<file path="src/rtl/dram_sram_ld_if.sv">
// dram_sram_ld_if: command, AXI4 read and SRAM write bundle for dram_sram_ld_engine.
// master = the engine, slave = the LSU/interconnect/SRAM side.
interface dram_sram_ld_if #(
   parameter int ID_W    = 8,
   parameter int DADDR_W = 31,
   parameter int EADDR_W = 8
);
   logic               cmd_vld;
   logic               cmd_rdy;
   logic [ID_W-1:0]    cmd_id;
   logic [DADDR_W-1:0] cmd_dram_addr;
   logic [7:0]         cmd_len;
   logic [3:0]         cmd_num;
   logic [2:0]         cmd_str;
   logic [11:0]        cmd_sram_addr;
   logic [ID_W-1:0]    axi_arid;
   logic [DADDR_W-1:0] axi_araddr;
   logic [7:0]         axi_arlen;
   logic [2:0]         axi_arsize;
   logic [1:0]         axi_arburst;
   logic               axi_arvalid;
   logic               axi_arready;
   logic [ID_W-1:0]    axi_rid;
   logic [31:0]        axi_rdata;
   logic [1:0]         axi_rresp;
   logic               axi_rlast;
   logic               axi_rvalid;
   logic               axi_rready;
   logic               sram_cen;
   logic               sram_wen;
   logic [EADDR_W-1:0] sram_addr;
   logic [127:0]       sram_din;
   logic [3:0]         sram_wmask;
   logic               ld_done;
   logic               ld_err;
   logic               ld_busy;

   modport master (
      input  cmd_vld, cmd_id, cmd_dram_addr, cmd_len, cmd_num, cmd_str, cmd_sram_addr,
      input  axi_arready, axi_rid, axi_rdata, axi_rresp, axi_rlast, axi_rvalid,
      output cmd_rdy, axi_arid, axi_araddr, axi_arlen, axi_arsize, axi_arburst, axi_arvalid,
      output axi_rready, sram_cen, sram_wen, sram_addr, sram_din, sram_wmask,
      output ld_done, ld_err, ld_busy
   );

   modport slave (
      output cmd_vld, cmd_id, cmd_dram_addr, cmd_len, cmd_num, cmd_str, cmd_sram_addr,
      output axi_arready, axi_rid, axi_rdata, axi_rresp, axi_rlast, axi_rvalid,
      input  cmd_rdy, axi_arid, axi_araddr, axi_arlen, axi_arsize, axi_arburst, axi_arvalid,
      input  axi_rready, sram_cen, sram_wen, sram_addr, sram_din, sram_wmask,
      input  ld_done, ld_err, ld_busy
   );
endinterface

</file>
<file path="src/rtl/dram_sram_ld_engine.sv">
// dram_sram_ld_engine: AXI4 INCR read bursts packed into masked 128-bit SRAM entry writes.
// Define LD_ENGINE_RESP_CHK_EN to enable rresp/rid/beat-count error checking (ld_err).
module dram_sram_ld_engine #(
   parameter int ID_W    = 8,
   parameter int DADDR_W = 31,
   parameter int EADDR_W = 8
) (
   input logic            clk,
   input logic            rst_n,
   dram_sram_ld_if.master bus
);
   typedef enum logic [1:0] {IDLE, AR, DATA, DONE} state_t;

   state_t             state_q, state_d;
   logic [ID_W-1:0]    id_q, id_d;
   logic [DADDR_W-1:0] addr_q, addr_d;
   logic [7:0]         len_q, len_d, beat_q, beat_d;
   logic [3:0]         num_q, num_d, burst_q, burst_d;
   logic [2:0]         str_q, str_d;
   logic [EADDR_W-1:0] entry_q, entry_d, waddr_q, waddr_d;
   logic [1:0]         lane_q, lane_d;
   logic [3:0]         macc_q, macc_d, wmask_q, wmask_d;
   logic [127:0]       pack_q, pack_d;
   logic               rdy_q, rdy_d, arv_q, arv_d, rrdy_q, rrdy_d;
   logic               wr_q, wr_d, done_q, done_d, err_q, err_d;
   logic               beat, keep, wr;
   logic [3:0]         lmask;
   logic               unused_bits;

   assign unused_bits     = ^{bus.axi_rid, bus.axi_rresp, bus.cmd_sram_addr[1:0]};
   assign bus.cmd_rdy     = rdy_q;
   assign bus.axi_arid    = id_q;
   assign bus.axi_araddr  = addr_q;
   assign bus.axi_arlen   = len_q;
   assign bus.axi_arsize  = 3'b010;
   assign bus.axi_arburst = 2'b01;
   assign bus.axi_arvalid = arv_q;
   assign bus.axi_rready  = rrdy_q;
   assign bus.sram_cen    = wr_q;
   assign bus.sram_wen    = wr_q;
   assign bus.sram_addr   = waddr_q;
   assign bus.sram_din    = pack_q;
   assign bus.sram_wmask  = wmask_q;
   assign bus.ld_done     = done_q;
   assign bus.ld_err      = err_q;
   assign bus.ld_busy     = state_q != IDLE;

   always_comb begin
      state_d = state_q;
      id_d    = id_q;
      addr_d  = addr_q;
      len_d   = len_q;
      num_d   = num_q;
      str_d   = str_q;
      entry_d = entry_q;
      lane_d  = lane_q;
      burst_d = burst_q;
      beat_d  = beat_q;
      macc_d  = macc_q;
      pack_d  = pack_q;
      waddr_d = waddr_q;
      err_d   = err_q;
      beat    = rrdy_q && bus.axi_rvalid;
`ifdef LD_ENGINE_RESP_CHK_EN
      keep    = beat && bus.axi_rid == id_q;
`else
      keep    = beat;
`endif
      wr      = keep && (lane_q == 2'd3 || bus.axi_rlast);
      lmask   = macc_q | (4'b1 << lane_q);
      case (state_q)
         IDLE: if (bus.cmd_vld && rdy_q) begin
            id_d    = bus.cmd_id;
            addr_d  = bus.cmd_dram_addr;
            len_d   = bus.cmd_len;
            num_d   = bus.cmd_num;
            str_d   = bus.cmd_str;
            entry_d = EADDR_W'(bus.cmd_sram_addr[11:4]);
            lane_d  = bus.cmd_sram_addr[3:2];
            burst_d = 4'd0;
            beat_d  = 8'd0;
            macc_d  = 4'd0;
            err_d   = 1'b0;
            state_d = AR;
         end
         AR: if (bus.axi_arready) state_d = DATA;
         DATA: if (beat && bus.axi_rlast) begin
            state_d = burst_q == num_q ? DONE : AR;
            burst_d = burst_q + 4'd1;
            addr_d  = addr_q + (DADDR_W'(16) << str_q);
         end
         default: state_d = IDLE;
      endcase
      // lanes keep filling across bursts; a flush only clears the accumulated mask
      if (keep) begin
         pack_d[32*lane_q +: 32] = bus.axi_rdata;
         lane_d  = lane_q + 2'd1;
         entry_d = lane_q == 2'd3 ? entry_q + EADDR_W'(1) : entry_q;
         macc_d  = wr ? 4'd0 : lmask;
         waddr_d = entry_q;
      end
      if (beat) beat_d = bus.axi_rlast ? 8'd0 : beat_q + 8'd1;
`ifdef LD_ENGINE_RESP_CHK_EN
      if (beat && (bus.axi_rresp != 2'b00 || bus.axi_rid != id_q || (bus.axi_rlast && beat_q != len_q)))
         err_d = 1'b1;
`endif
      wr_d    = wr;
      wmask_d = wr ? lmask : 4'd0;
      rdy_d   = state_d == IDLE;
      arv_d   = state_d == AR;
      rrdy_d  = state_d == DATA;
      done_d  = state_d == DONE;
   end

   always_ff @(posedge clk or negedge rst_n)
      if (!rst_n) begin
         state_q <= IDLE;
         id_q    <= '0;
         addr_q  <= '0;
         len_q   <= '0;
         num_q   <= '0;
         str_q   <= '0;
         entry_q <= '0;
         lane_q  <= '0;
         burst_q <= '0;
         beat_q  <= '0;
         macc_q  <= '0;
         pack_q  <= '0;
         waddr_q <= '0;
         wmask_q <= '0;
         err_q   <= 1'b0;
         wr_q    <= 1'b0;
         rdy_q   <= 1'b0;
         arv_q   <= 1'b0;
         rrdy_q  <= 1'b0;
         done_q  <= 1'b0;
      end else begin
         state_q <= state_d;
         id_q    <= id_d;
         addr_q  <= addr_d;
         len_q   <= len_d;
         num_q   <= num_d;
         str_q   <= str_d;
         entry_q <= entry_d;
         lane_q  <= lane_d;
         burst_q <= burst_d;
         beat_q  <= beat_d;
         macc_q  <= macc_d;
         pack_q  <= pack_d;
         waddr_q <= waddr_d;
         wmask_q <= wmask_d;
         err_q   <= err_d;
         wr_q    <= wr_d;
         rdy_q   <= rdy_d;
         arv_q   <= arv_d;
         rrdy_q  <= rrdy_d;
         done_q  <= done_d;
      end
endmodule

</file>
<file path="src/flat_wrapper.sv">
// flat-port wrapper written by rule: the top's interface ports become plain ports
module dram_sram_ld_engine_flat 
#(
   parameter int ID_W    = 8,
   parameter int DADDR_W = 31,
   parameter int EADDR_W = 8
)
  (clk, rst_n, bus_cmd_vld, bus_cmd_id, bus_cmd_dram_addr, bus_cmd_len, bus_cmd_num, bus_cmd_str, bus_cmd_sram_addr, bus_axi_arready, bus_axi_rid, bus_axi_rdata, bus_axi_rresp, bus_axi_rlast, bus_axi_rvalid, bus_cmd_rdy, bus_axi_arid, bus_axi_araddr, bus_axi_arlen, bus_axi_arsize, bus_axi_arburst, bus_axi_arvalid, bus_axi_rready, bus_sram_cen, bus_sram_wen, bus_sram_addr, bus_sram_din, bus_sram_wmask, bus_ld_done, bus_ld_err, bus_ld_busy);
  dram_sram_ld_if #(.ID_W(ID_W), .DADDR_W(DADDR_W), .EADDR_W(EADDR_W)) bus_i ();
  input logic clk;
  input logic rst_n;
  input wire logic [$bits(bus_i.cmd_vld)-1:0] bus_cmd_vld;
  input wire logic [$bits(bus_i.cmd_id)-1:0] bus_cmd_id;
  input wire logic [$bits(bus_i.cmd_dram_addr)-1:0] bus_cmd_dram_addr;
  input wire logic [$bits(bus_i.cmd_len)-1:0] bus_cmd_len;
  input wire logic [$bits(bus_i.cmd_num)-1:0] bus_cmd_num;
  input wire logic [$bits(bus_i.cmd_str)-1:0] bus_cmd_str;
  input wire logic [$bits(bus_i.cmd_sram_addr)-1:0] bus_cmd_sram_addr;
  input wire logic [$bits(bus_i.axi_arready)-1:0] bus_axi_arready;
  input wire logic [$bits(bus_i.axi_rid)-1:0] bus_axi_rid;
  input wire logic [$bits(bus_i.axi_rdata)-1:0] bus_axi_rdata;
  input wire logic [$bits(bus_i.axi_rresp)-1:0] bus_axi_rresp;
  input wire logic [$bits(bus_i.axi_rlast)-1:0] bus_axi_rlast;
  input wire logic [$bits(bus_i.axi_rvalid)-1:0] bus_axi_rvalid;
  output wire logic [$bits(bus_i.cmd_rdy)-1:0] bus_cmd_rdy;
  output wire logic [$bits(bus_i.axi_arid)-1:0] bus_axi_arid;
  output wire logic [$bits(bus_i.axi_araddr)-1:0] bus_axi_araddr;
  output wire logic [$bits(bus_i.axi_arlen)-1:0] bus_axi_arlen;
  output wire logic [$bits(bus_i.axi_arsize)-1:0] bus_axi_arsize;
  output wire logic [$bits(bus_i.axi_arburst)-1:0] bus_axi_arburst;
  output wire logic [$bits(bus_i.axi_arvalid)-1:0] bus_axi_arvalid;
  output wire logic [$bits(bus_i.axi_rready)-1:0] bus_axi_rready;
  output wire logic [$bits(bus_i.sram_cen)-1:0] bus_sram_cen;
  output wire logic [$bits(bus_i.sram_wen)-1:0] bus_sram_wen;
  output wire logic [$bits(bus_i.sram_addr)-1:0] bus_sram_addr;
  output wire logic [$bits(bus_i.sram_din)-1:0] bus_sram_din;
  output wire logic [$bits(bus_i.sram_wmask)-1:0] bus_sram_wmask;
  output wire logic [$bits(bus_i.ld_done)-1:0] bus_ld_done;
  output wire logic [$bits(bus_i.ld_err)-1:0] bus_ld_err;
  output wire logic [$bits(bus_i.ld_busy)-1:0] bus_ld_busy;
  assign bus_i.cmd_vld = bus_cmd_vld;
  assign bus_i.cmd_id = bus_cmd_id;
  assign bus_i.cmd_dram_addr = bus_cmd_dram_addr;
  assign bus_i.cmd_len = bus_cmd_len;
  assign bus_i.cmd_num = bus_cmd_num;
  assign bus_i.cmd_str = bus_cmd_str;
  assign bus_i.cmd_sram_addr = bus_cmd_sram_addr;
  assign bus_i.axi_arready = bus_axi_arready;
  assign bus_i.axi_rid = bus_axi_rid;
  assign bus_i.axi_rdata = bus_axi_rdata;
  assign bus_i.axi_rresp = bus_axi_rresp;
  assign bus_i.axi_rlast = bus_axi_rlast;
  assign bus_i.axi_rvalid = bus_axi_rvalid;
  assign bus_cmd_rdy = bus_i.cmd_rdy;
  assign bus_axi_arid = bus_i.axi_arid;
  assign bus_axi_araddr = bus_i.axi_araddr;
  assign bus_axi_arlen = bus_i.axi_arlen;
  assign bus_axi_arsize = bus_i.axi_arsize;
  assign bus_axi_arburst = bus_i.axi_arburst;
  assign bus_axi_arvalid = bus_i.axi_arvalid;
  assign bus_axi_rready = bus_i.axi_rready;
  assign bus_sram_cen = bus_i.sram_cen;
  assign bus_sram_wen = bus_i.sram_wen;
  assign bus_sram_addr = bus_i.sram_addr;
  assign bus_sram_din = bus_i.sram_din;
  assign bus_sram_wmask = bus_i.sram_wmask;
  assign bus_ld_done = bus_i.ld_done;
  assign bus_ld_err = bus_i.ld_err;
  assign bus_ld_busy = bus_i.ld_busy;
  dram_sram_ld_engine #(.ID_W(ID_W), .DADDR_W(DADDR_W), .EADDR_W(EADDR_W)) u_core (.clk(clk), .rst_n(rst_n), .bus(bus_i));
endmodule
</file>
<file path="config.mk">
export PLATFORM = sky130hd
export DESIGN_NAME = dram_sram_ld_engine_flat
export DESIGN_NICKNAME = d
export VERILOG_FILES = /design/src/rtl/dram_sram_ld_if.sv /design/src/rtl/dram_sram_ld_engine.sv /design/src/flat_wrapper.sv
export SDC_FILE = /design/constraint.sdc
export NUM_CORES = 1
export LEC_CHECK = 0
export CAP_MARGIN = 20
export CORE_UTILIZATION = 41
export CTS_CLUSTER_DIAMETER = 100
export DETAILED_ROUTE_END_ITERATION = 8
export PLACE_DENSITY_LB_ADDON = 0.12
export SLEW_MARGIN = 25
export SYNTH_ARGS = -nofsm -noshare
export SYNTH_HDL_FRONTEND = slang
export SYNTH_SLANG_ARGS = --single-unit
</file>
<file path="constraint.sdc">
create_clock -name clk -period 6.6 [get_ports clk]
set_input_delay 1.32 -clock clk [delete_from_list [all_inputs] [get_ports clk]]
set_output_delay 1.32 -clock clk [all_outputs]
set_load 0.005 [all_outputs]
</file>
**After elaboration in Yosys (flattened, before gate mapping)**

Cells that the tools add are included.
Widths: inputs -> output; s select.

- $add $sub $neg: 5
- Reductions and logical operators: 15
- Bitwise operators: 1
- Equal/unequal tests: 10
- Mux-type cells: 23
- Shifts and indexed selects: 4

Operators with widths:

| operator | count |
|---|---|
| $bwmux 128 | 1 |
| $shift 32x34->128 const A | 1 |
| $shiftx 32x34->128 | 1 |
| $mux 31 | 2 |
| $pmux 31 s2 | 1 |
| $neg 7->34 | 1 |
| $mux 8 | 4 |
| $add 31x31->31 | 1 |
| $shl 5x3->31 const A | 1 |
| $mux 4 | 6 |
| $mux 2 | 7 |
| $add 8x1->8 const B | 1 |
| $eq 2x2->1 const B | 4 |
| $pmux 4 s2 | 1 |
| $reduce_bool 2->1 | 4 |
| $pmux 2 s3 | 1 |
| $reduce_and 3->1 | 2 |
| $add 4x1->4 const B | 1 |
| $eq 2x1->1 const B | 2 |
| $eq 4x4->1 | 1 |
| $logic_and 1x1->1 | 4 |
| $logic_not 2->1 | 2 |
| $ne 2x1->1 const B | 2 |
| $or 4x4->4 | 1 |
| 5 further kinds | 6 |

- Input bits: 114
- Output and inout bits: 200
- Logic and storage cells: 76
- Register bits: 219

**Logic depth before layout (Yosys ltp)**

Gate-level depths: netlist of run 1.

- Depth in word-level cells: 5
- Gate-level depth with buffers: 11
- Depth with buffers taken out: 9

**Worst setup path before layout of run 1**

No wires, ideal clock.

- Kind: in2reg
- Start: input port bus_axi_rvalid
- End: register u_core.pack_q[10], in the netlist u_core.bus.sram_din[10]
- Cell stages on the path: 5
- Arrival: 2534 ps
- Data required time: 6534 ps
- Buffers on the path: 1
- Setup slack: 4000 ps
- Library setup time: 66 ps
- Cells stage by stage: and2_1 nand2_1 nor4b_1 clkbuf_1 a22o_1

- Word-level cells in the longest chain between the ends: 1

Ends and longest elaborated chain:

| what | line | text |
|---|---|---|
| from (decl) | flat_wrapper.sv:24 | `input wire logic [$bits(bus_i.axi_rvalid)-1:0] bus_axi_rvalid;` |
| $logic_and 1x1->1 | dram_sram_ld_engine.sv:63 | `beat = rrdy_q && bus.axi_rvalid;` |
| to (signal assigned) | dram_sram_ld_engine.sv:149 | `pack_q <= pack_d;` |
| to (decl) | dram_sram_ld_engine.sv:23 | `logic [127:0] pack_q, pack_d;` |

No other way between the ends.
A chain may end at the register's enable or synchronous reset.

**Final worst setup path of run 1**

- Start: input port bus_axi_rvalid
- End: register u_core.pack_q[0], in the netlist u_core.bus.sram_din[0]

Same word-level chain as after synthesis.

==> impl_metrics.env, run 1 <==
export IMPL_outcome="completed"
export IMPL_first_global_vias=7788
export IMPL_crit_slowest_cell="nor4b_2"
export IMPL_synth_top_area_share_pct=58.56
export IMPL_power_mw=6.119
export IMPL_hold_worst_slack_ps=470.9
export IMPL_drtPass1Iterations=6
export IMPL_cts_setup_buffers=0
export IMPL_max_freq_mhz=286.4
export IMPL_cts_resized=0
export IMPL_gp_congestion=0.8034
export IMPL_vias=7836
export IMPL_drv_cap=0
export IMPL_routed_via_density=5.468
export IMPL_power_frac_seq_pct=37.1
export IMPL_path_clk_slew_ps=60
export IMPL_layout_drive_gt1_share_pct=6.765
export IMPL_p_per_area_nw_per_um2=454.1
export IMPL_maxSlewViolCount=0
export IMPL_p_clk_share_pct=23.3
export IMPL_drtAntennaViolNets=0
export IMPL_setup_viol=0
export IMPL_syn_area_sq_um=9359
export IMPL_switchingPower_mw=1.982
export IMPL_synth_most_common_cell="dfrtp_1"
export IMPL_tightestPinTransition_ps=979.5
export IMPL_synth_seq_cells=219
export IMPL_fillerInstances=1842
export IMPL_power_internal_mw=4.137
export IMPL_die_width_um=153.1
export IMPL_fin_util_pct=61.00
export IMPL_initial_core_util_pct=42.36
export IMPL_ys_warn_count=0
export IMPL_setup_tns_ps=0
export IMPL_multi_input_area_sq_um=3640
export IMPL_clk_latency_ps=510
export IMPL_htreeDepth=1
export IMPL_clock_sinks=219
export IMPL_grt_max_degree=117
export IMPL_drc_errors=0
export IMPL_grtUsageTotal_pct=23.20
export IMPL_synth_largest_area_cell="dfrtp_1"
export IMPL_cp_arrival_ps=3920
export IMPL_postSynthAreaPerCell_sq_um=10.95
export IMPL_antenna_found_initial=0
export IMPL_hp_class="flop to flop"
export IMPL_n_antenna_cell=0
export IMPL_path_common_cell="buf_4"
export IMPL_ys_flop_type="dfrtp_1"
export IMPL_swShare_pct=32.40
export IMPL_min_period_over_period_pct=52.91
export IMPL_seq_area_sq_um=5480
export IMPL_cts_root_buf="clkbuf_16"
export IMPL_cp_max_fo=33
export IMPL_cts_tree="yes"
export IMPL_pin_count=314
export IMPL_dieArea_sq_um=23440
export IMPL_core_region_area_sq_um=22090
export IMPL_synth_common_cells="dfrtp_1 (219), nand2_1 (154), a22o_1 (128)"
export IMPL_numPortBuffers=295
export IMPL_fin_crit_ps=3492
export IMPL_cts_made_buffers=25
export IMPL_skew_ps=12.03
export IMPL_ctsLongestPathBuffers=3
export IMPL_drt_wirelength_per_cell_um=18.88
export IMPL_endpoint_kind="flop"
export IMPL_ys_types=62
export IMPL_crit_type="input port to flop"
export IMPL_syn2layout_area_growth_pct=44.00
export IMPL_r2r_cells=9
export IMPL_hold_buffers=0
export IMPL_grt_overflow=0
export IMPL_async_flop_share_pct=100.0
export IMPL_cp_slowest_stage_delay_ps=850
export IMPL_cp_required_ps=7030
export IMPL_wirelength_um=27060
export IMPL_slew_headroom_pct=34.53
export IMPL_worstHoldPathCells=2
export IMPL_path_cells="clkdlybuf4s50_1 > and2_1 > buf_4 > nand2_1 > buf_4 > nor4b_2 > buf_12 > a22o_1"
export IMPL_rows=54
export IMPL_synth_cells=855
export IMPL_startpoint_type="input port"
export IMPL_rsz0062_at_grt="no"
export IMPL_drt_initial_drc_count=407
export IMPL_die_y_um=153.1
export IMPL_seq_area_frac_synth_pct=58.56
export IMPL_yosys_top_cells_area="dfrtp_1 (59%), a22o_1 (12%), nand2_1 (6.2%)"
export IMPL_synth_edf_count=0
export IMPL_p_leak_nw=6.033
export IMPL_ir_drop_mv=0.2732
export IMPL_place_hpwl_um=18020
export IMPL_p_comb_share_pct=39.6
export IMPL_grt_pass1_wl_um=43680
export IMPL_hold_viol_final=0
export IMPL_nets=1269
==> registers in the layout, summed over array words and instances, names as in the netlist <==
register	flops
u_core.burst_q	4
u_core.bus.axi_araddr	31
u_core.bus.axi_arid	8
u_core.bus.axi_arlen	8
u_core.bus.axi_arvalid	1
u_core.bus.axi_rready	1
u_core.bus.cmd_rdy	1
u_core.bus.ld_done	1
u_core.bus.sram_addr	8
u_core.bus.sram_cen	1
u_core.bus.sram_din	128
u_core.bus.sram_wmask	4
u_core.entry_q	8
u_core.lane_q	2
u_core.macc_q	4
u_core.num_q	4
u_core.state_q	2
u_core.str_q	3
==> layout by cell type (no fill, tap or decap), types with 3 or more instances in the layout <==
master and n:
conb_1 6, o211ai_1 4, nor3_1 10, o22ai_1 7, a31oi_1 10, clkdlybuf4s50_1 294, or2_2 4, clkbuf_1 3
clkinv_2 4, bufinv_16 3, inv_1 11, dfrtp_1 219, a22o_1 128, o21ai_0 26, xor2_1 4, xnor2_1 5
and3_1 7, nand4_1 6, buf_4 15, ha_1 18, nor2_1 44, o22a_1 6, nor4_1 5, a41oi_1 4
or3_1 5, clkbuf_8 6, nand2b_1 6, and2_1 4, a311oi_1 4, a211oi_1 9, clkbuf_16 25, a21oi_1 31
nand3_1 18, nand2_1 154
==> worst paths after layout <==
path	startpoint	end	slack (ps)
min in group asynchronous	rst_n	u_core.bus.sram_din[73]	840
setup / recovery	bus_axi_rvalid	u_core.bus.sram_din[0]	3110
max in group asynchronous	rst_n	u_core.bus.sram_din[83]	4650
setup reg to reg	u_core.str_q[1]	u_core.bus.axi_araddr[22]	3750
hold reg to reg	u_core.bus.axi_arid[3]	u_core.bus.axi_arid[3]	470
hold / removal	u_core.bus.axi_arid[3]	u_core.bus.axi_arid[3]	470
==> per-layer routing <==
metal	GRT usage, %	routed length (um)	part of all wire, %	vias up
met5	0	0	0	-
met4	5.147	352	1.3	0
met3	5.330	2080	7.7	28
met2	37.33	12840	47	280
met1	31.93	11780	44	3867
li1	-	-	-	3661
==> power by group through the flow <==
stage	clock network [mW]	registers (mW)	logic (mW)
after floorplan	0	2.24	1.10
final	1.42	2.27	2.42
after global routing	1.51	2.35	2.66
after CTS	1.45	2.27	2.45
after global placement	0	2.27	2.40
after detailed placement	0	2.28	2.43
==> area by class of cell <==
| type | instances | area share (%) |
|---|---|---|
| Sequential cell | 219 | 40.66 |
| Multi-Input combinational cell | 567 | 27.01 |
| Timing Repair Buffer | 312 | 23.08 |
| Clock buffer | 34 | 5.338 |
| Tap cell | 280 | 2.600 |
| Clock inverter | 10 | 1.003 |
| Inverter | 11 | 0.3064 |
==> logic make-up after synthesis <==
logic type                 synth area share [%]
xor gates and xnor gates                 0.8422
buffers and inverters                     3.342
and+or+nand+nor                           13.54
adders and majority gates                 2.620
other                                   0.08024
DFF                                       58.56
AOI/OAI and AO/OA                         20.80
muxes                                    0.2139
==> stage by stage <==
| stage | instances | setup slack (ps) | instance area [sq um] |
|---|---|---|---|
| 2_1_floorplan | 859 | 4000 | 9374 |
| 3_3_place_gp | 1389 | 2568 | 12620 |
| 3_5_place_dp | 1389 | 2553 | 12620 |
| 4_1_cts | 1433 | 3066 | 13480 |
| 5_1_grt | 1433 | 2931 | 13480 |
| 6_report | 1433 | 3108 | 13480 |
==> critical path, delay by kind of cell <==
| kind | cells | cell delay [ps] |
|---|---|---|
| buffers and inverters | 4 | 1350 |
| AND/OR/NAND/NOR | 3 | 1070 |
| AO/OA/AOI/OAI | 1 | 160 |
Note: power is estimated with default switching activity, not from simulation.
==> run 2, diff against run 1 <==
==> constraint.sdc (replaced) <==
create_clock -name clk -period 2.81 [get_ports clk]
set_input_delay 0.562 -clock clk [delete_from_list [all_inputs] [get_ports clk]]
set_output_delay 0.562 -clock clk [all_outputs]
set_load 0.005 [all_outputs]
==> run 2 against run 1 <==
Compared with the run above:
- cell area up 0.54%
- via count up 1.3%
- critical path type is now flop to flop
- setup slack worse by 3000 ps
- cell count up 0.84%
- largest power group unchanged
- utilization up 0.33 points
- worst hold slack worse by 440 ps
- sequential share of layout area down 0.22 points
- critical path depth up 2
- highest routed layer unchanged
- critical endpoint is now u_core.bus.axi_araddr[26]
- clock skew down 2.5 ps
- register-to-register slack worse by 3600 ps
==> impl_metrics.env, run 2 (synthesis results as in run 1) <==
export IMPL_ctsLongestPathBuffers=3
export IMPL_cp_num_buf_inv=2
export IMPL_hp_class="input port to async pin"
export IMPL_antenna_found_initial=1
export IMPL_rows=54
export IMPL_routed_via_density=5.491
export IMPL_startpoint_type="flop"
export IMPL_timing_rr_end="u_core.bus.axi_araddr[26]"
export IMPL_cp_arrival_ps=3130
export IMPL_grt_overflow=0
export IMPL_route_met3_wl_um=2236
export IMPL_rrSetupSlack_ps=120
export IMPL_initial_core_util_pct=42.36
export IMPL_path_cells="nor3_4 > ha_2 > inv_1 > fa_1 > nand2b_2 > a211oi_4 > buf_4 > o21bai_4 > or4_1 > nand3_1"
export IMPL_tightestPinTransition_ps=695.6
export IMPL_cp_slowest_stage_delay_ps=400
export IMPL_crit_type="flop to flop"
export IMPL_htreeDepth=1
export IMPL_die_y_um=153.1
export IMPL_hold_worst_slack_ps=31.11
export IMPL_fillerInstances=1815
export IMPL_max_freq_mhz=371.7
export IMPL_pin_count=314
export IMPL_gp_congestion=0.8391
export IMPL_drtAntennaViolNets=0
export IMPL_fin_cells=1445
export IMPL_vias=7934
export IMPL_clk_latency_ps=520
export IMPL_endpoint_kind="flop"
export IMPL_cts_tree="yes"
export IMPL_cp_top_family="simple AND/OR/NAND/NOR gates"
export IMPL_dieArea_sq_um=23440
export IMPL_wl_met1_um=11840
export IMPL_dp_cells=1401
export IMPL_core_region_area_sq_um=22090
export IMPL_cp_max_fo=5
export IMPL_dr_max_layer_used="met4"
export IMPL_drtPass1Iterations=5
export IMPL_r2r_start="u_core.str_q[1]"
export IMPL_cts_root_buf="clkbuf_16"
export IMPL_crit_slowest_cell="dfrtp_1"
export IMPL_drt_initial_drc_count=390
export IMPL_cp_required_ps=3250
export IMPL_detailedPlace_worstSlack_ps=-13.69
export IMPL_largest_register_ffs=128
export IMPL_first_global_vias=7896
export IMPL_maxSlewViolCount=0
export IMPL_outcome="completed"
export IMPL_wirelength_um=27390
export IMPL_layout_common_cells="clkdlybuf4s50_1 (294), dfrtp_1 (219), nand2_1 (154)"
export IMPL_dr_wl_met2_um=12560
export IMPL_drc_errors=0
export IMPL_p_per_area_nw_per_um2=1054
export IMPL_setup_viol=0
export IMPL_grtUsageTotal_pct=23.59
export IMPL_drv_cap=0
export IMPL_skew_ps=9.573
export IMPL_place_hpwl_um=18520
export IMPL_n_antenna_cell=0
export IMPL_p_leak_nw=6.073
export IMPL_path_clk_slew_ps=60
export IMPL_nets=1281
export IMPL_final_common_cell="clkdlybuf4s50_1"
export IMPL_drt_wirelength_per_cell_um=18.96
export IMPL_timing_final_ws_setup_ps=119.6
export IMPL_die_width_um=153.1
export IMPL_layout_drive_gt1_share_pct=7.725
export IMPL_min_period_over_period_pct=95.74
export IMPL_grt_max_degree=89
export IMPL_setup_tns_ps=0
export IMPL_r2r_cells=10
export IMPL_cts_made_buffers=25
export IMPL_grt_pass1_wl_um=44200
export IMPL_slew_headroom_pct=53.63
export IMPL_hold_viol_final=0
export IMPL_fin_crit_ps=2690
export IMPL_power_mw=14.28
export IMPL_syn2layout_area_growth_pct=44.77
export IMPL_rsz0062_at_grt="no"
export IMPL_numPortBuffers=295
export IMPL_clock_sinks=219
export IMPL_ir_drop_mv=0.5645
[run 2: cell types whose count changed in the layout (fill, tap and decap cells not counted), sizes merged]
cell	delta
clkinvlp	-1
buf	+12
bufinv	-2
inv	+1
clkinv	-2
clkbuf	+4
[run 2: final cells by class]
| cell class | instances | area [sq um] | area share [%] |
|---|---|---|---|
| Clock buffer | 38 | 734.5 | 5.421 |
| Multi-Input combinational cell | 567 | 3659 | 27.00 |
| Clock inverter | 6 | 58.81 | 0.4340 |
| Timing Repair Buffer | 324 | 3226 | 23.81 |
| Sequential cell | 219 | 5480 | 40.45 |
| Inverter | 11 | 41.29 | 0.3047 |
| Tap cell | 280 | 350.3 | 2.586 |
[run 2: how the worst max path moves through the flow]
stage / start / depth (start not counted) / slack, ps / end
global placement: u_core.str_q[1] / 9 / 50 / u_core.bus.axi_araddr[22]
global route: u_core.str_q[1] / 10 / 10 / u_core.bus.axi_araddr[26]
CTS: u_core.str_q[1] / 9 / 90 / u_core.bus.axi_araddr[22]
floorplan: u_core.str_q[1] / 10 / 250 / u_core.bus.axi_araddr[22]
detailed placement: u_core.str_q[1] / 9 / -10 / u_core.bus.axi_araddr[22]
finish: u_core.str_q[1] / 10 / 120 / u_core.bus.axi_araddr[26]
[run 2: through the flow]
stage / utilization [%] / cell area (sq um)
floorplan: - / 9374
global placement: 57.65 / 12740
detailed placement: 57.65 / 12740
CTS: 61.26 / 13540
global route: 61.33 / 13550
finish: 61.33 / 13550
[run 2: timing repair]
item / CTS / global route
setup buffers: 0 / 0
endpoints found under the setup margin: 1 / 3
resized for setup: 1 / 4
pin swaps: 0 / 1
hold buffers: 0 / 0
[run 2: power breakdown]
part	leakage, nW	internal [mW]	switching [mW]
Sequential	2.86	4.37	0.959
Clock	0.394	1.88	1.25
Combinational	2.82	3.35	2.47
[run 2: metal layers]
| metal | global-route usage [%] | vias up |
|---|---|---|
| met5 | 0 | - |
| met4 | 6.782 | 0 |
| met3 | 6.124 | 47 |
| met2 | 37.96 | 321 |
| met1 | 31.40 | 3889 |
| li1 | - | 3677 |
==> run 3, diff against run 2 <==
--- a/config.mk
+++ b/config.mk
@@ -6,10 +6,11 @@
 export NUM_CORES = 1
 export LEC_CHECK = 0
 export CAP_MARGIN = 20
+export CORE_MARGIN = 5
 export CORE_UTILIZATION = 41
 export CTS_CLUSTER_DIAMETER = 100
 export DETAILED_ROUTE_END_ITERATION = 8
-export PLACE_DENSITY_LB_ADDON = 0.12
+export PLACE_DENSITY = 0.82
 export SLEW_MARGIN = 25
 export SYNTH_ARGS = -nofsm -noshare
 export SYNTH_HDL_FRONTEND = slang
==> run 3 against run 2 <==
Compared with the run above:
- global-route usage shrank 2.2 points
- first-iteration DRC count grew 56%
- clock-buffer cell count shrank 9
- highest routed layer is now met5
- worst hold slack lost 19 ps
- clock skew grew 10 ps
- fmax grew 1.2%
- critical path depth is the same
- setup slack gained 33 ps
- sequential cell count is the same
- non-clock buffer count shrank 1
- sequential power is essentially flat
- power grew 0.26%
==> impl_metrics.env, run 3 (synthesis results as in run 1) <==
export IMPL_outcome="completed"
export IMPL_grt_max_degree=73
export IMPL_numPortBuffers=295
export IMPL_fillerInstances=1770
export IMPL_die_width_um=161.1
export IMPL_busiest_layer="met2"
export IMPL_clock_sinks=219
export IMPL_rows=55
export IMPL_switchingPower_mw=4.736
export IMPL_maxSlewViolCount=0
export IMPL_power_internal_mw=9.581
export IMPL_cp_arrival_ps=3050
export IMPL_routed_via_density=5.636
export IMPL_timing_final_ws_setup_ps=152.5
export IMPL_p_leak_nw=6.056
export IMPL_syn2layout_area_growth_pct=44.72
export IMPL_final_common_cell="clkdlybuf4s50_1"
export IMPL_core_region_area_sq_um=22570
export IMPL_drt_initial_drc_count=610
export IMPL_ir_drop_mv=0.6758
export IMPL_gp_congestion=0.8707
export IMPL_cts_tree="yes"
export IMPL_rsz0062_at_grt="no"
export IMPL_drtAntennaViolNets=0
export IMPL_drc_errors=0
export IMPL_place_hpwl_um=19940
export IMPL_multi_input_area_sq_um=3645
export IMPL_dieArea_sq_um=25950
export IMPL_grtUsageTotal_pct=21.43
export IMPL_p_comb_share_pct=41.0
export IMPL_fin_crit_ps=2657
export IMPL_layout_common_cells="clkdlybuf4s50_1 (294), dfrtp_1 (219), nand2_1 (154)"
export IMPL_hold_buffers=0
export IMPL_p_per_area_nw_per_um2=1057
export IMPL_drtPass1Iterations=5
export IMPL_grt_overflow=0
export IMPL_seq_area_sq_um=5480
export IMPL_ctsLongestPathBuffers=3
export IMPL_pin_count=314
export IMPL_path_clk_slew_ps=60
export IMPL_startpoint_type="flop"
export IMPL_setup_tns_ps=0
export IMPL_wirelength_um=28510
export IMPL_r2r_cells=10
export IMPL_die_y_um=161.1
export IMPL_detailedPlace_worstSlack_ps=149.6
export IMPL_initial_core_util_pct=41.46
export IMPL_n_antenna_cell=0
export IMPL_grt_use_met3_pct=5.282
export IMPL_drv_cap=0
export IMPL_skew_ps=19.68
export IMPL_hold_worst_slack_ps=12.30
export IMPL_cp_required_ps=3200
export IMPL_layout_drive_gt1_share_pct=7.494
export IMPL_globalRouteMet1Util_pct=27.37
export IMPL_slew_headroom_pct=58.01
export IMPL_endpoint_kind="flop"
export IMPL_r2r_start="u_core.str_q[1]"
export IMPL_first_global_vias=8250
export IMPL_p_clk_share_pct=21.8
export IMPL_largest_register_ffs=128
export IMPL_swShare_pct=33.08
export IMPL_htreeDepth=1
export IMPL_cts_made_buffers=23
export IMPL_setup_viol=0
export IMPL_hp_class="input port to async pin"
export IMPL_cp_max_fo=4
export IMPL_grt_util_met2_pct=36.34
export IMPL_antenna_found_initial=1
export IMPL_tightestPinTransition_ps=624.1
export IMPL_grt_pass1_wl_um=45610
export IMPL_crit_type="flop to flop"
export IMPL_power_frac_seq_pct=37.1
export IMPL_rrSetupSlack_ps=150
export IMPL_min_period_over_period_pct=94.57
export IMPL_timing_rr_end="u_core.bus.axi_araddr[20]"
export IMPL_max_freq_mhz=376.3
export IMPL_cts_root_buf="clkbuf_16"
export IMPL_hold_viol_final=0
export IMPL_vias=8149
export IMPL_nets=1278
export IMPL_drt_wirelength_per_cell_um=19.72
export IMPL_clk_latency_ps=510
[run 3: changes by cell type in the layout (fill, tap and decap cells not counted), moves of 2 or more]
cell and change:
buf_12 +2, buf_4 -3, bufinv_16 +2, clkbuf_1 -4, clkbuf_16 -2, clkbuf_8 -3
clkinvlp_4 +3
[run 3: area by class of cell]
type | instances | share of cell area, %
Timing Repair Buffer | 323 | 23.94
Multi-Input combinational cell | 567 | 26.91
Clock buffer | 29 | 4.637
Clock inverter | 12 | 1.109
Sequential cell | 219 | 40.46
Inverter | 11 | 0.3049
Tap cell | 285 | 2.633
[run 3: power groups by stage]
stage | logic, mW | clock network (mW) | registers [mW]
6_report | 5.87 | 3.13 | 5.32
2_1_floorplan | 2.57 | 0 | 5.26
4_1_cts | 5.92 | 3.21 | 5.31
3_3_place_gp | 5.72 | 0 | 5.30
5_1_grt | 6.41 | 3.33 | 5.49
3_5_place_dp | 5.86 | 0 | 5.35
[run 3: per-layer routing]
metal	up-vias	part of all wire, %
li1	3673	-
met1	4010	40
met2	403	48
met3	61	9.1
met4	2	2.9
met5	-	0.046
[run 3: critical path, cell delays in order, from the launching register on]
cell,delay [ps]
dfrtp_1,380
nor3_1,300
ha_1,250
inv_1,70
fa_1,380
nand2b_1,230
a211oi_4,250
buf_4,170
o21ai_0,120
o22a_1,230
o22a_1,170
[run 3: through the flow]
stage	util, %	total power [mW]	area, sq um	instances
after detailed placement	56.54	11.21	12760	1405
after CTS	59.98	14.44	13540	1446
after floorplan	-	7.832	9374	859
after global placement	56.54	11.02	12760	1405
final	60.01	14.32	13540	1446
after global routing	60.01	15.23	13540	1446
[run 3: what timing repair did]
| item | in CTS | in global routing |
|---|---|---|
| setup buffers | 0 | 0 |
| resized for setup | 0 | 1 |
| setup endpoints to repair | 0 | 1 |
[run 3: worst max path at each step]
| stage | start | cells past startpoint | end | slack, ps |
|---|---|---|---|---|
| after floorplan | u_core.str_q[1] | 10 | u_core.bus.axi_araddr[22] | 250 |
| after global placement | u_core.str_q[1] | 10 | u_core.bus.axi_araddr[26] | 210 |
| after detailed placement | u_core.str_q[1] | 10 | u_core.bus.axi_araddr[20] | 150 |
| after CTS | u_core.str_q[1] | 10 | u_core.bus.axi_araddr[20] | 140 |
| after global routing | u_core.str_q[1] | 10 | u_core.bus.axi_araddr[20] | 10 |
| final | u_core.str_q[1] | 10 | u_core.bus.axi_araddr[20] | 150 |
